[config.mk]
export PLATFORM = sky130hd
export DESIGN_NAME = parking_gate_ctrl
export DESIGN_NICKNAME = d
export VERILOG_FILES = /design/src/rtl/parking_gate_ctrl.sv
export SDC_FILE = /design/constraint.sdc
export NUM_CORES = 1
export LEC_CHECK = 0
export CAP_MARGIN = 20
export CORE_MARGIN = 5
export CORE_UTILIZATION = 61
export DETAILED_ROUTE_END_ITERATION = 16
export DONT_BUFFER_PORTS = 1
export GPL_TIMING_DRIVEN = 0
export PLACE_DENSITY = 0.81
export SLEW_MARGIN = 20
export SYNTH_ARGS = -nofsm -noshare
export SYNTH_HDL_FRONTEND = slang
export SYNTH_SLANG_ARGS = --single-unit
[constraint.sdc]
create_clock -name clk -period 3.2 [get_ports clk]
set_input_delay 0.48 -clock clk [delete_from_list [all_inputs] [get_ports clk]]
set_output_delay 0.48 -clock clk [all_outputs]
set_load 0.005 [all_outputs]
[src/rtl/parking_gate_ctrl.sv]
// Parking gate controller: password-qualified entry, occupancy tracking,
// lockout after repeated wrong codes and a tailgate stop state.
module parking_gate_ctrl #(
    parameter int unsigned           SLOTS       = 8,
    parameter int unsigned           PW_W        = 4,
    parameter logic [PW_W-1:0]       PASSWORD    = PW_W'(13),
    parameter int unsigned           PW_TIMEOUT  = 16,
    parameter int unsigned           MAX_TRIES   = 3,
    parameter int unsigned           LOCK_CYCLES = 32,
    parameter int unsigned           GATE_CYCLES = 8
) (
    input  logic                         clk,
    input  logic                         rst,
    input  logic                         sensor_entry,
    input  logic                         sensor_exit,
    input  logic                         pw_valid,
    input  logic [PW_W-1:0]              password,
    output logic                         gate_open,
    output logic [$clog2(SLOTS+1)-1:0]   occupancy,
    output logic                         full,
    output logic                         alarm,
    output logic                         green_led,
    output logic                         red_led,
    output logic                         yellow_led,
    output logic                         blue_led
);

    localparam int unsigned OW    = $clog2(SLOTS + 1);
    localparam int unsigned TMAX0 = (PW_TIMEOUT > LOCK_CYCLES) ? PW_TIMEOUT : LOCK_CYCLES;
    localparam int unsigned TMAX  = (TMAX0 > GATE_CYCLES) ? TMAX0 : GATE_CYCLES;
    localparam int unsigned TW    = $clog2(TMAX + 1);
    localparam int unsigned TRW   = $clog2(MAX_TRIES + 1);

    typedef enum logic [2:0] {
        IDLE,
        WAIT_PW,
        GRANTED,
        LOCKOUT,
        SYS_STOP
    } state_t;

    state_t          state, state_next;
    logic            entry_q, exit_q;
    logic [TRW-1:0]  tries, tries_next, tries_inc;
    logic [TW-1:0]   timer, timer_next;
    logic [OW-1:0]   occ_next;
    logic            entry_edge, exit_edge, pw_ok;
    logic            inc, dec, full_reject;
    logic            gate_n, full_n, alarm_n, green_n, red_n, yellow_n, blue_n;

    assign entry_edge = sensor_entry & ~entry_q;
    assign exit_edge  = sensor_exit & ~exit_q;
    assign pw_ok      = pw_valid && (password == PASSWORD);
    assign tries_inc  = tries + TRW'(1);

    always_comb begin
        state_next  = state;
        tries_next  = tries;
        timer_next  = timer;
        inc         = 1'b0;
        full_reject = 1'b0;
        case (state)
            IDLE: begin
                if (entry_edge) begin
                    if (full) begin
                        full_reject = 1'b1;
                    end else begin
                        state_next = WAIT_PW;
                        tries_next = '0;
                        timer_next = '0;
                    end
                end
            end
            WAIT_PW: begin
                if (pw_valid) begin
                    timer_next = '0;
                    if (pw_ok) begin
                        state_next = GRANTED;
                        tries_next = '0;
                    end else begin
                        tries_next = tries_inc;
                        if (tries_inc == TRW'(MAX_TRIES)) begin
                            state_next = LOCKOUT;
                        end
                    end
                end else if (timer == TW'(PW_TIMEOUT - 1)) begin
                    state_next = IDLE;
                    timer_next = '0;
                end else begin
                    timer_next = timer + TW'(1);
                end
            end
            GRANTED: begin
                // Tailgate takes priority even on the final gate cycle.
                if (sensor_entry && sensor_exit) begin
                    state_next = SYS_STOP;
                    timer_next = '0;
                end else if (timer == TW'(GATE_CYCLES - 1)) begin
                    state_next = IDLE;
                    timer_next = '0;
                    inc        = 1'b1;
                end else begin
                    timer_next = timer + TW'(1);
                end
            end
            LOCKOUT: begin
                if (timer == TW'(LOCK_CYCLES - 1)) begin
                    state_next = IDLE;
                    tries_next = '0;
                    timer_next = '0;
                end else begin
                    timer_next = timer + TW'(1);
                end
            end
            SYS_STOP: begin
                if (pw_ok) begin
                    state_next = IDLE;
                end
            end
            default: begin
                state_next = IDLE;
                tries_next = '0;
                timer_next = '0;
            end
        endcase
    end

    always_comb begin
        dec      = exit_edge && (occupancy != '0);
        occ_next = occupancy;
        if (inc && !dec) begin
            occ_next = occupancy + OW'(1);
        end else if (dec && !inc) begin
            occ_next = occupancy - OW'(1);
        end
    end

    // Outputs are decoded from the next state so the registered copies line up with state.
    always_comb begin
        full_n   = (occ_next == OW'(SLOTS));
        gate_n   = (state_next == GRANTED);
        alarm_n  = (state_next == LOCKOUT) || (state_next == SYS_STOP);
        green_n  = (state_next == GRANTED);
        yellow_n = (state_next == WAIT_PW) || (state_next == SYS_STOP);
        blue_n   = (state_next == IDLE) || (state_next == WAIT_PW);
        red_n    = (state_next == SYS_STOP) || full_reject ||
                   ((state_next == LOCKOUT) && !timer_next[0]);
    end

    always_ff @(posedge clk or negedge rst) begin
        if (!rst) begin
            state      <= IDLE;
            tries      <= '0;
            timer      <= '0;
            entry_q    <= 1'b0;
            exit_q     <= 1'b0;
            occupancy  <= '0;
            full       <= 1'b0;
            gate_open  <= 1'b0;
            alarm      <= 1'b0;
            green_led  <= 1'b0;
            red_led    <= 1'b0;
            yellow_led <= 1'b0;
            blue_led   <= 1'b1;
        end else begin
            state      <= state_next;
            tries      <= tries_next;
            timer      <= timer_next;
            entry_q    <= sensor_entry;
            exit_q     <= sensor_exit;
            occupancy  <= occ_next;
            full       <= full_n;
            gate_open  <= gate_n;
            alarm      <= alarm_n;
            green_led  <= green_n;
            red_led    <= red_n;
            yellow_led <= yellow_n;
            blue_led   <= blue_n;
        end
    end

endmodule

* Yosys cells after proc, flatten, opt, wreduce, memory -nomap -nowiden
Cells that the tools add are included.
** Operators by class
- Add/subtract/negate cells :: 4
- Equal/unequal tests :: 18
- Mux-type cells :: 33
- Bitwise logic cells :: 6
- Reductions and logical operators :: 20
** Operators with widths (number)
- $mux W6 :: 7
- $mux W3 :: 10
- $pmux W6 S5 :: 1
- $pmux W3 S5 :: 1
- $eq A3 B2 Y1 const B :: 4
- $mux W2 :: 5
- $eq A4 B4 Y1 const B :: 2
- $mux W4 :: 2
- $ne A2 B2 Y1 const B :: 4
- $pmux W2 S4 :: 1
- $add A6 B1 Y6 const B :: 1
- $eq A3 B1 Y1 const B :: 2
- $eq A3 B3 Y1 const B :: 2
- $eq A6 B3 Y1 const B :: 1
- $eq A6 B4 Y1 const B :: 1
- $eq A6 B5 Y1 const B :: 1
- $logic_and A1 B1 Y1 :: 6
- $logic_not A3 Y1 :: 2
- $mux W1 :: 6
- $logic_or A1 B1 Y1 :: 5
- $reduce_and A5 Y1 :: 1
- $add A4 B1 Y4 const B :: 1
- $not A1 Y1 :: 4
- $reduce_bool A4 Y1 :: 1
- 7 further kinds :: 10
** Storage, ports and cells
- Register bits after elaboration :: 23
- Bits of input ports :: 9
- Output and inout port bits :: 11

* Longest topological paths before layout
- Depth after elaboration :: 9
- Mapped depth :: 7
- Mapped depth without buffers :: 7

* Least setup slack after synthesis
Ideal clock, no wire load.
- Path kind :: reg2reg
- From :: reg occupancy[0]
- To :: reg full
- Setup time :: 111 ps
- Arrival time :: 2036 ps
- Data required time :: 3089 ps
- Slack :: 1053 ps
- Stages on the path, launching flop included :: 8
- Path buffers :: 0
- Clock period less this slack :: 2147 ps
- Path through :: dfrtp_1 > inv_1 > ha_1 > or3b_2 > nand2_2 > a21oi_1 > or4_1 > a2111oi_2
** On the way
- Cells in the longest elaborated chain, start to end :: 6
** Ends and longest elaborated chain
- from (decl) :: RTL line 19 : output logic [$clog2(SLOTS+1)-1:0] occupancy,
- from (signal assigned) :: RTL line 171 : occupancy <= occ_next;
- parallel branches: the longest is 4 deep, another holds $sub A4 B1 Y4
- $mux W4 * :: RTL line 131 : if (inc && !dec) begin
- $eq A4 B4 Y1 * :: RTL line 140 : full_n = (occ_next == OW'(SLOTS));
- named net full_n :: RTL line 49 : logic gate_n, full_n, alarm_n, green_n, red_n, yellow_n, blue_n;
- to (signal assigned) :: RTL line 172 : full <= full_n;
- to (decl) :: RTL line 20 : output logic full,
Mark *: on every way through the listed nets, which the timed path passes.
A chain may end at the register's enable or synchronous reset.

* Worst setup path after layout
- From :: reg occupancy[1]
- To :: reg full
The elaborated chain is that of the path after synthesis.

==> out/qor.txt <==
Worst R2R End: full
Synth Cell Area: 0.00136 mm^2
First-pass GRT wire length: 4.68 mm
Fin Setup TNS: 0 ns
Die width: 57.2 um
Critical path type: reg2reg
Max IR drop VDD: 484 uV
CTS tree: yes
Layout cells sized above 1: 14.4%
Vias per cell: 6.34
H-tree Lvls: 1
Status: finished, final reports clean
Async SR Flop Fraction: 100%
Port Buffer Count: 0
ANT nets after route: 0
GR peak layer: met1
CP Capture Type: flop
Die area: 0.00327 mm^2
Finished Core Util: 65.6%
CP required: 3.40 ns
Starting DRT DRC Count: 43
GRT Overall Usage: 17.7%
Final Skew: 0.00323 ns
Min cycle time layout: 2.41 ns
Site row count: 17
Initial antenna violation count: 0
Fin. max-slew vios: 0
Fmax: 416 MHz
Gate Count Post-Synth: 141
Post-synth EDFFs: 0
Worst setup path endpoint: full
Total Nets Final: 160
Die height: 57.2 um
Grt met2 use: 26.6%
Seq cells post-synth: 23
Post-CTS Setup Repair Bufs: 0
Max-Cap Viols: 0
Synth top area share: 40.6%
Worst-path clk slew: 0.12 ns
Syn_area_per_cell: 9.62 um^2
Largest net degree at the start of global routing: 24
Clock Path Buffers: 2
Post-Syn Nets: 154
Crit path from: occupancy[1]
Worst-case reg-to-reg path depth: 7
# clock sinks: 23
Ys Warns: 0
Sequential fraction of the synthesis area: 42.5%
Vias in the first global route: 1011
Synth cell types: 54
RePlAce Congestion: 0.873
Total clock buffers created by CTS: 3
Remaining Overflow, GRT: 0
Hpwl dp: 2.02 mm
Leak: 0.000615 uW
DR pass1 iterations: 4
Clock Tree Root: clkbuf_4
R2r setup slk: 0.79 ns
Top-count cell post-synth: dfrtp_1
Final setup vio count: 0
Final-report hold violation count: 0
Startpoint Class: flop
Clock Latency Late Sink: 0.30 ns
DRC: 0
Largest cells by area after synthesis: dfrtp_1, ha_1, o21ai_0
Reg2Reg Launch Point: occupancy[1]
Pwr/cell area: 765 mW/mm^2
Top Ports: 20
Core Footprint: 0.00217 mm^2
Critical Path Fanout Max: 8
Synth Flop Type: dfrtp_1
Grt met3 use: 2.49%
Diodes inserted: 0
GR Util met1: 26.7%
Final Cycle Share: 75.2%
List of most frequent post-synthesis cells: dfrtp_1, nand2_1, nor2_1
Starting Density: 62.5%
Area grow syn2layout: 4.98%
Vias: 1103
HP Class: in2async
Final wirelength: 2.66 mm
Cell taking the most area after synthesis: dfrtp_1
Worst slew margin: 67.8%
Worst Path Arrival: 2.61 ns
RSZ-0062 raised after global routing: no
Detailed-route wire length per cell: 15.3 um
Slew @ Worst Pin: 0.476 ns
## critical path: stages, from the launching register on
cell and delay, ns:
dfrtp_1 0.49, inv_1 0.10, ha_1 0.19, or3b_2 0.50, nand2_2 0.10, a21oi_1 0.07
or4_1 0.53, a2111oi_2 0.33
## layout by cell type, fill, tap and decap left out, types with 3 or more instances in the layout
master,count
clkbuf_4,3
dfrtp_1,22
ha_1,4
inv_1,9
nand2_1,12
nand3_1,5
nor2_1,12
nor3_1,6
o211ai_1,6
o21ai_0,9
## layer usage
| layer | vias up | routed length [um] |
|---|---|---|
| li1 | 537 | - |
| met1 | 520 | 1210 |
| met2 | 38 | 1260 |
| met3 | 8 | 139 |
| met4 | 0 | 45 |
| met5 | - | 0 |
## registers in the layout, summed over array words and instances (netlist names)
name	flops
yellow_led	1
red_led	1
tries	2
state	3
green_led	1
blue_led	1
exit_q	1
alarm	1
timer	6
entry_q	1
occupancy	4
full	1
## through the flow
step	hold slack (ns)	setup slack [ns]	total power [uW]	instances	area, um^2
2_1_floorplan	0.184	1.05	851	141	1360
3_3_place_gp	0.185	0.898	933	169	1390
3_5_place_dp	0.185	0.867	957	169	1390
4_1_cts	0.180	0.789	1100	174	1430
5_1_grt	0.128	0.660	1190	174	1420
6_report	0.116	0.794	1090	174	1420
## kinds of logic (layout without fill, tap and decap cells)
family,Yosys count,after routing,synth area share [%]
DFF,23,23,42.5
xor gates and xnor gates,1,1,0.646
AOI/OAI and AO/OA,39,39,20.9
adders and majority gates,4,4,3.69
and+or+nand+nor,60,60,26.9
muxes,1,1,0.738
buffers and inverters,13,18,4.52
## power breakdown
part           total, uW  internal, uW  leakage (uW)  switching [uW]
clock network        131          46.6     0.0000177            83.9
registers            501           388      0.000295             113
logic                458           205      0.000302             253
total               1090           640      0.000615             449
## layout make-up
type	count	area (um^2)
tap	28	35.0
timing repair buffer	1	5.00
fill	189	746
sequential	23	577
clock buffer	3	22.5
clock inverter	1	5.00
buffer	4	27.5
inverter	9	33.8
multi-input combinational	105	718
## worst min path at each step
stage                     to  slack, ns        start  depth (start not counted)
floorplan              alarm       0.18          rst                          0
global placement    timer[3]       0.19          rst                          0
detailed placement  timer[2]       0.19          rst                          0
CTS                   exit_q       0.18  sensor_exit                          0
global route        timer[3]       0.13          rst                          1
finish              timer[5]       0.12          rst                          1
## repair_timing
| item | CTS | global route |
|---|---|---|
| hold endpoints to repair | 23 | 0 |
| hold buffers | 1 | 0 |
| gates resized for setup | 0 | 0 |
Power figures use the tool's default switching activity.
